$ cat config.mk
export PLATFORM = sky130hd
export DESIGN_NAME = instr_fetch_stage
export DESIGN_NICKNAME = d
export VERILOG_FILES = /design/src/rtl/instr_fetch_stage.sv
export SDC_FILE = /design/constraint.sdc
export NUM_CORES = 1
export LEC_CHECK = 0
export BUFFER_PORTS_ARGS = -buffer_cell sky130_fd_sc_hd__buf_2
export CORE_UTILIZATION = 45
export CTS_CLUSTER_SIZE = 40
export DETAILED_ROUTE_END_ITERATION = 8
export GPL_TIMING_DRIVEN = 0
export PLACE_DENSITY = 0.84
export RECOVER_POWER = 100
export SYNTH_ARGS = -nofsm -noshare
export SYNTH_HDL_FRONTEND = slang
export SYNTH_SLANG_ARGS = --single-unit
$ cat constraint.sdc
create_clock -name clk -period 5.15 [get_ports clk]
set_clock_uncertainty 0.1 [all_clocks]
set_input_delay 1.03 -clock clk [delete_from_list [all_inputs] [get_ports clk]]
set_output_delay 1.03 -clock clk [all_outputs]
set_load 0.005 [all_outputs]
$ cat src/rtl/instr_fetch_stage.sv
// IF stage: owns the PC, fetches from a combinational instruction memory and holds the IF/ID register.
// Define IFETCH_PERF_COUNTERS_EN to add the perf_fetched / perf_bubbles saturating counters.
module instr_fetch_stage #(
    parameter logic [31:0] RESET_PC   = 32'h0000_0000,
    parameter int unsigned IMEM_WORDS = 101
) (
    input  logic        clk,
    input  logic        rst_n,
    output logic [31:0] imem_addr,
    input  logic [31:0] imem_instr,
    input  logic        redirect_valid,
    input  logic [31:0] redirect_target,
    output logic        id_valid,
    input  logic        id_ready,
    output logic [31:0] id_instr,
    output logic [31:0] id_pc,
    output logic [31:0] id_pc_plus4,
    output logic        fetch_fault,
    output logic [31:0] fault_pc
`ifdef IFETCH_PERF_COUNTERS_EN
    ,
    output logic [31:0] perf_fetched,
    output logic [31:0] perf_bubbles
`endif
);

    // state | meaning
    // BOOT  | one settling cycle after reset, no capture
    // RUN   | fetching, IF/ID advances on !id_valid || id_ready
    // FAULT | sticky fault, everything frozen until reset
    typedef enum logic [1:0] {
        S_BOOT  = 2'd0,
        S_RUN   = 2'd1,
        S_FAULT = 2'd2
    } state_t;

    localparam logic [32:0] IMEM_LIMIT = 33'(IMEM_WORDS) * 33'd4;

    state_t      state_q, state_d;
    logic [31:0] pc_q, pc_d;
    logic        id_valid_q, id_valid_d;
    logic [31:0] id_instr_q, id_instr_d;
    logic [31:0] id_pc_q, id_pc_d;
    logic [31:0] id_pc_plus4_q, id_pc_plus4_d;
    logic        fault_q, fault_d;
    logic [31:0] fault_pc_q, fault_pc_d;

    logic        adv;
    logic        pc_oor;
    logic [31:0] pc_plus4;

    assign adv      = !id_valid_q || id_ready;
    assign pc_oor   = {1'b0, pc_q} >= IMEM_LIMIT;
    assign pc_plus4 = pc_q + 32'd4;

    always_ff @(posedge clk or negedge rst_n) begin
        if (!rst_n) begin
            state_q       <= S_BOOT;
            pc_q          <= RESET_PC;
            id_valid_q    <= 1'b0;
            id_instr_q    <= 32'd0;
            id_pc_q       <= 32'd0;
            id_pc_plus4_q <= 32'd0;
            fault_q       <= 1'b0;
            fault_pc_q    <= 32'd0;
        end else begin
            state_q       <= state_d;
            pc_q          <= pc_d;
            id_valid_q    <= id_valid_d;
            id_instr_q    <= id_instr_d;
            id_pc_q       <= id_pc_d;
            id_pc_plus4_q <= id_pc_plus4_d;
            fault_q       <= fault_d;
            fault_pc_q    <= fault_pc_d;
        end
    end

    always_comb begin
        state_d       = state_q;
        pc_d          = pc_q;
        id_valid_d    = id_valid_q;
        id_instr_d    = id_instr_q;
        id_pc_d       = id_pc_q;
        id_pc_plus4_d = id_pc_plus4_q;
        fault_d       = fault_q;
        fault_pc_d    = fault_pc_q;

        case (state_q)
            S_BOOT: begin
                state_d = S_RUN;
            end
            S_RUN: begin
                // Redirect path outranks both stall and the range check on the old PC.
                if (redirect_valid) begin
                    if (redirect_target[1:0] != 2'b00) begin
                        fault_d    = 1'b1;
                        fault_pc_d = redirect_target;
                        id_valid_d = 1'b0;
                        state_d    = S_FAULT;
                    end else begin
                        pc_d       = redirect_target;
                        id_valid_d = 1'b0;
                    end
                end else if (adv) begin
                    if (pc_oor) begin
                        fault_d    = 1'b1;
                        fault_pc_d = pc_q;
                        id_valid_d = 1'b0;
                        state_d    = S_FAULT;
                    end else begin
                        id_instr_d    = imem_instr;
                        id_pc_d       = pc_q;
                        id_pc_plus4_d = pc_plus4;
                        id_valid_d    = 1'b1;
                        pc_d          = pc_plus4;
                    end
                end
            end
            S_FAULT: begin
                state_d = S_FAULT;
            end
            default: begin
                state_d = S_BOOT;
            end
        endcase
    end

    assign imem_addr   = pc_q;
    assign id_valid    = id_valid_q;
    assign id_instr    = id_instr_q;
    assign id_pc       = id_pc_q;
    assign id_pc_plus4 = id_pc_plus4_q;
    assign fetch_fault = fault_q;
    assign fault_pc    = fault_pc_q;

`ifdef IFETCH_PERF_COUNTERS_EN
    logic [31:0] perf_fetched_q;
    logic [31:0] perf_bubbles_q;
    logic        seen_q;
    logic        fetch_inc;
    logic        bubble_inc;

    // The empty slot right after BOOT is not a bubble; only empty slots once fetching has begun are.
    assign fetch_inc  = (state_q == S_RUN) && !redirect_valid && adv && !pc_oor;
    assign bubble_inc = (state_q == S_RUN) && !id_valid_q && seen_q;

    always_ff @(posedge clk or negedge rst_n) begin
        if (!rst_n) begin
            perf_fetched_q <= 32'd0;
            perf_bubbles_q <= 32'd0;
            seen_q         <= 1'b0;
        end else begin
            if (fetch_inc) begin
                seen_q <= 1'b1;
                if (perf_fetched_q != 32'hFFFF_FFFF) begin
                    perf_fetched_q <= perf_fetched_q + 32'd1;
                end
            end
            if (bubble_inc && (perf_bubbles_q != 32'hFFFF_FFFF)) begin
                perf_bubbles_q <= perf_bubbles_q + 32'd1;
            end
        end
    end

    assign perf_fetched = perf_fetched_q;
    assign perf_bubbles = perf_bubbles_q;
`endif

endmodule
# == Word level (Yosys, flattened, before mapping) ==
# Cells that the tools add are included.
# Widths: inputs -> output; s select.
# totals
elab_cells,51
inputBits,68
output_inout_bits,162
regBits,164
# op_classes
muxes,20
n_lt_le_gt_ge,1
n_addsub,1
n_reduce_logical,11
eq_ne,8
n_bitwise,2
# ops
operator,count
$mux 32,8
$add 32x3->32 const B,1
$ge 32x9->1 const B,1
$reduce_and 4->1,3
$ne 3x3->1 const B,3
$mux 2,4
$mux 1,7
$pmux 2 s3,1
$reduce_bool 2->1,3
$ne 2x2->1 const B,2
$reduce_and 3->1,1
$eq 2x1->1 const B,1
$eq 2x2->1 const B,1
$logic_not 2->1,1
$ne 2x1->1 const B,1
$not 1->1,2
$reduce_and 2->1,1
$logic_not 1->1,1
$logic_or 1x1->1,1

# == Longest topological paths before layout ==
# logic_depth
word_depth,5
depth_mapped,9
ltp_nobuf,7

# == Least setup slack after synthesis ==
# OpenSTA, ideal clock, no wires.
# synth_timing
path_type,input to register
start,input port redirect_valid
end,register id_pc_plus4_q[4] (netlist: id_pc_plus4[4])
path_buffers,3
slack_ps,2435
required_ps,4923
setup_ps,127
path_stages,8
arrival_time_ps,2487
path_cell_list,buf_2 nor4_1 and4_1 nand4_2 nor2_2 buf_6 buf_6 mux2_1
# synth_via
elab_chain_cells,2
# synth_lines
item,line_no,rtl
"start, declared",11,"input logic redirect_valid,"
$not 1->1 (no source line),-,
$reduce_and 4->1 (no source line),-,
"end signal, assigned",72,id_pc_plus4_q <= id_pc_plus4_d;
"end, declared",44,"logic [31:0] id_pc_plus4_q, id_pc_plus4_d;"
# Every way passes these cells.
# A chain may end at the register's enable or synchronous reset.

# == Worst setup path after layout ==
# layout_timing
start,input port redirect_valid
end,register pc_q[22] (netlist: imem_addr[22])
# layout_via
elab_chain_cells,2
word_cells_on_any_way,5
cone_classes,eq/ne: 2; mux: 1; reduce/logical: 2
# layout_lines
item,line_no,rtl
$ne 2x2->1 (no source line) or $reduce_bool 2->1 (tied branches),-,
$reduce_and 4->1 (no source line),-,
"end signal, assigned",68,pc_q <= pc_d;
"end, declared",40,"logic [31:0] pc_q, pc_d;"
# Parallel ways exist; a longest one is shown, timed or not.

==> impl_metrics.ini <==
[outcome]
status = finished, violations left
violations = capacitance limit, slew limit

[clocking]
cts_tree = done
insertion_delay_ps = 420
path_clk_slew_ps = 70
htreeDepth = 4
postCtsSetupBuffers = 0
ctsHoldBuffers = 0
cts_resized = 0
cts-root-buf = clkbuf_16
clock-sinks = 162
cts_buffers = 17
cts_buffer_depth = 2

[worst_setup_path]
rr_endpoint = id_pc_plus4[4]$_DFFE_PN0P_
crit_type = primary input to flop
startpoint = redirect_valid
reg2regPathDepth = 9
critPathRequiredTime_ps = 5390
cp_max_fo = 10
worstReg2RegStart = imem_addr[2]$_DFFE_PN0P_
cp.arrival_ps = 3700
endpoint_kind = flop
crit_end = imem_addr[22]$_DFFE_PN0P_
start_kind = primary input
rrSetupSlack_ps = 1740

[sta]
report.final.slew_viol_count = 94
finalHoldViolCount = 0
rsz0062_at_grt = no
slew_headroom_pct = -51.8
worst_pin_slew_ps = 2280
setup_viol = 0
fin_crit_ps = 3460
setup_ws_ps = 1690
max_freq_mhz = 289
fin_crit_sh_pct = 67.2
fin_tns_setup_ps = 0

[detailed_routing]
avgViaCountPerCell = 5.13
drc = 0
routed_wl_microns = 16100
num_vias = 4963
postRouteAntennaNets = 0
drt_pass1_iterations = 4
wl_per_cell_microns = 16.6
drt_iter0_markers = 278

[yosys]
ys_async_sr_fraction_pct = 100
synth_top_area_cell = dfrtp_1
synth_area_leaders = dfrtp_1 60%, mux2_2 15%, nor2b_1 4.7%
syn_area_per_cell_sq_um = 12.9
synth_flop_cell = dfrtp_1
synth_top_cell_area_share_pct = 60.3
synthesis.area_sq_um = 6720
ys_ff_latch = 162
synth.net_count = 595
yosys_warnings = 0
synth-edff-count = 0
synth_common_cells = 162 x dfrtp_1, 92 x mux2_2, 50 x nor2b_1, 28 x nand2_1, 21 x o21ai_0
synth_cell_type_count = 45
synthCells = 522
yosysMostFrequentCell = dfrtp_1
seq_area_frac_synth_pct = 60.3

[place]
place_area_sq_um = 8130
dp.cells = 935
place_hpwl_microns = 11800
io_buffers = 228
pre_cts_ws_ps = 2030
gp_congestion = 0.835

[final_layout]
nFillCells = 1241
regArea_sq_um = 4050
synthToLayoutAreaGrowth_pct = 26.7
nets = 843
fin_area_sq_um = 8520
fin_cells = 968
multi_input_area_sq_um = 2370
drive_gt1_share_pct = 35.9

[power_and_ir_drop]
p_leak_nw = 4.34
ir_drop_v = 0.000303
power_mw = 3.90
powerDensity_nw_per_um2 = 458

[floorplanning]
core-area_sq_um = 14500
die_y_microns = 124
die_w_microns = 124
initial_core_util_pct = 46.3
die-area_sq_um = 15400
floorplan.io_pins = 230
fp-row-count = 44

[grt]
grt_pass1_vias = 5001
grt_pass1_wl_microns = 26400
grt_overflow = 0
antenna_found_initial = 1
grt_usage_pct = 21.8
grt_max_degree = 94

[worst_hold_path]
hold_class = flop to flop

[flow_run]
maxCapViolCount = 1
[placed cells by master (no fill, tap or decap), drive strengths merged, types with 7 or more instances in the layout]
cell type  netlist  final
a21oi           21     21
buf             22    149
clkbuf          11    130
clkinv           1      7
dfrtp          162    162
inv             20     28
mux2            95     95
mux2i           14     14
nand2           28     28
nor2            15     15
nor2b           50     50
o21ai           22     22
[layer usage]
| layer | up-vias | GRT usage (%) | share of wire (%) |
|---|---|---|---|
| met3 | 27 | 5.69 | 6.7 |
| li1 | 2291 | - | - |
| met2 | 183 | 34.3 | 49 |
| met5 | - | 0 | 0 |
| met4 | 0 | 8.72 | 2.3 |
| met1 | 2462 | 28.8 | 42 |
[through the flow]
step | util (%) | hold WS [ps]
finish | 58.6 | 376
global route | 58.6 | 406
CTS | 60.0 | 377
detailed placement | 56.0 | 351
global placement | 55.7 | 358
floorplan | - | 365
[power breakdown]
group | total [mW] | switching (mW) | internal, mW | leakage, nW
clock | 1.23 | 0.580 | 0.651 | 0.287
combinational | 0.917 | 0.453 | 0.464 | 1.93
sequential | 1.75 | 0.227 | 1.52 | 2.12
total | 3.90 | 1.26 | 2.64 | 4.34
[registers in the layout (all words and copies together) (netlist names)]
| signal | count |
|---|---|
| imem_addr | 32 |
| fault_pc | 32 |
| fetch_fault | 1 |
| id_instr | 32 |
| id_valid | 1 |
| state_q | 2 |
| id_pc_plus4 | 30 |
| id_pc | 32 |
[layout make-up]
class,instances,share of cell area (%)
clock buffers,17,4.99
well taps,184,2.70
repair buffers,229,12.4
plain buffers,33,1.65
flip-flops and latches,162,47.6
diodes,1,0.0294
clock inverters,15,1.94
inverters,21,0.925
multi-input cells,306,27.8
[kinds of logic (layout without fill, tap and decap cells)]
group / after synthesis / count (layout) / synth area share (%)
fa+ha+maj: 5 / 5 / 0.930
simple gates: 123 / 123 / 10.1
compound gates: 64 / 64 / 5.97
mux: 109 / 109 / 18.0
other cells: 0 / 1 / 0
flops: 162 / 162 / 60.3
buf+inv: 54 / 315 / 4.09
xor+xnor: 5 / 5 / 0.651
[worst min-delay path by stage]
stage / from / cells after the start / end / slack, ps
2_1_floorplan: fetch_fault$_DFFE_PN0P_ / 1 / fetch_fault$_DFFE_PN0P_ / 360
3_3_place_gp: fetch_fault$_DFFE_PN0P_ / 1 / fetch_fault$_DFFE_PN0P_ / 360
3_5_place_dp: fetch_fault$_DFFE_PN0P_ / 1 / fetch_fault$_DFFE_PN0P_ / 350
4_1_cts: fetch_fault$_DFFE_PN0P_ / 1 / fetch_fault$_DFFE_PN0P_ / 380
5_1_grt: fetch_fault$_DFFE_PN0P_ / 1 / fetch_fault$_DFFE_PN0P_ / 410
6_report: fetch_fault$_DFFE_PN0P_ / 1 / fetch_fault$_DFFE_PN0P_ / 380
[worst max-delay path, stage by stage]
cell and delay (ps):
clkbuf_1 260, clkinv_1 360, or3_1 480, a21oi_1 660, clkbuf_1 630, mux2i_1 270
Power figures use the tool's default switching activity.
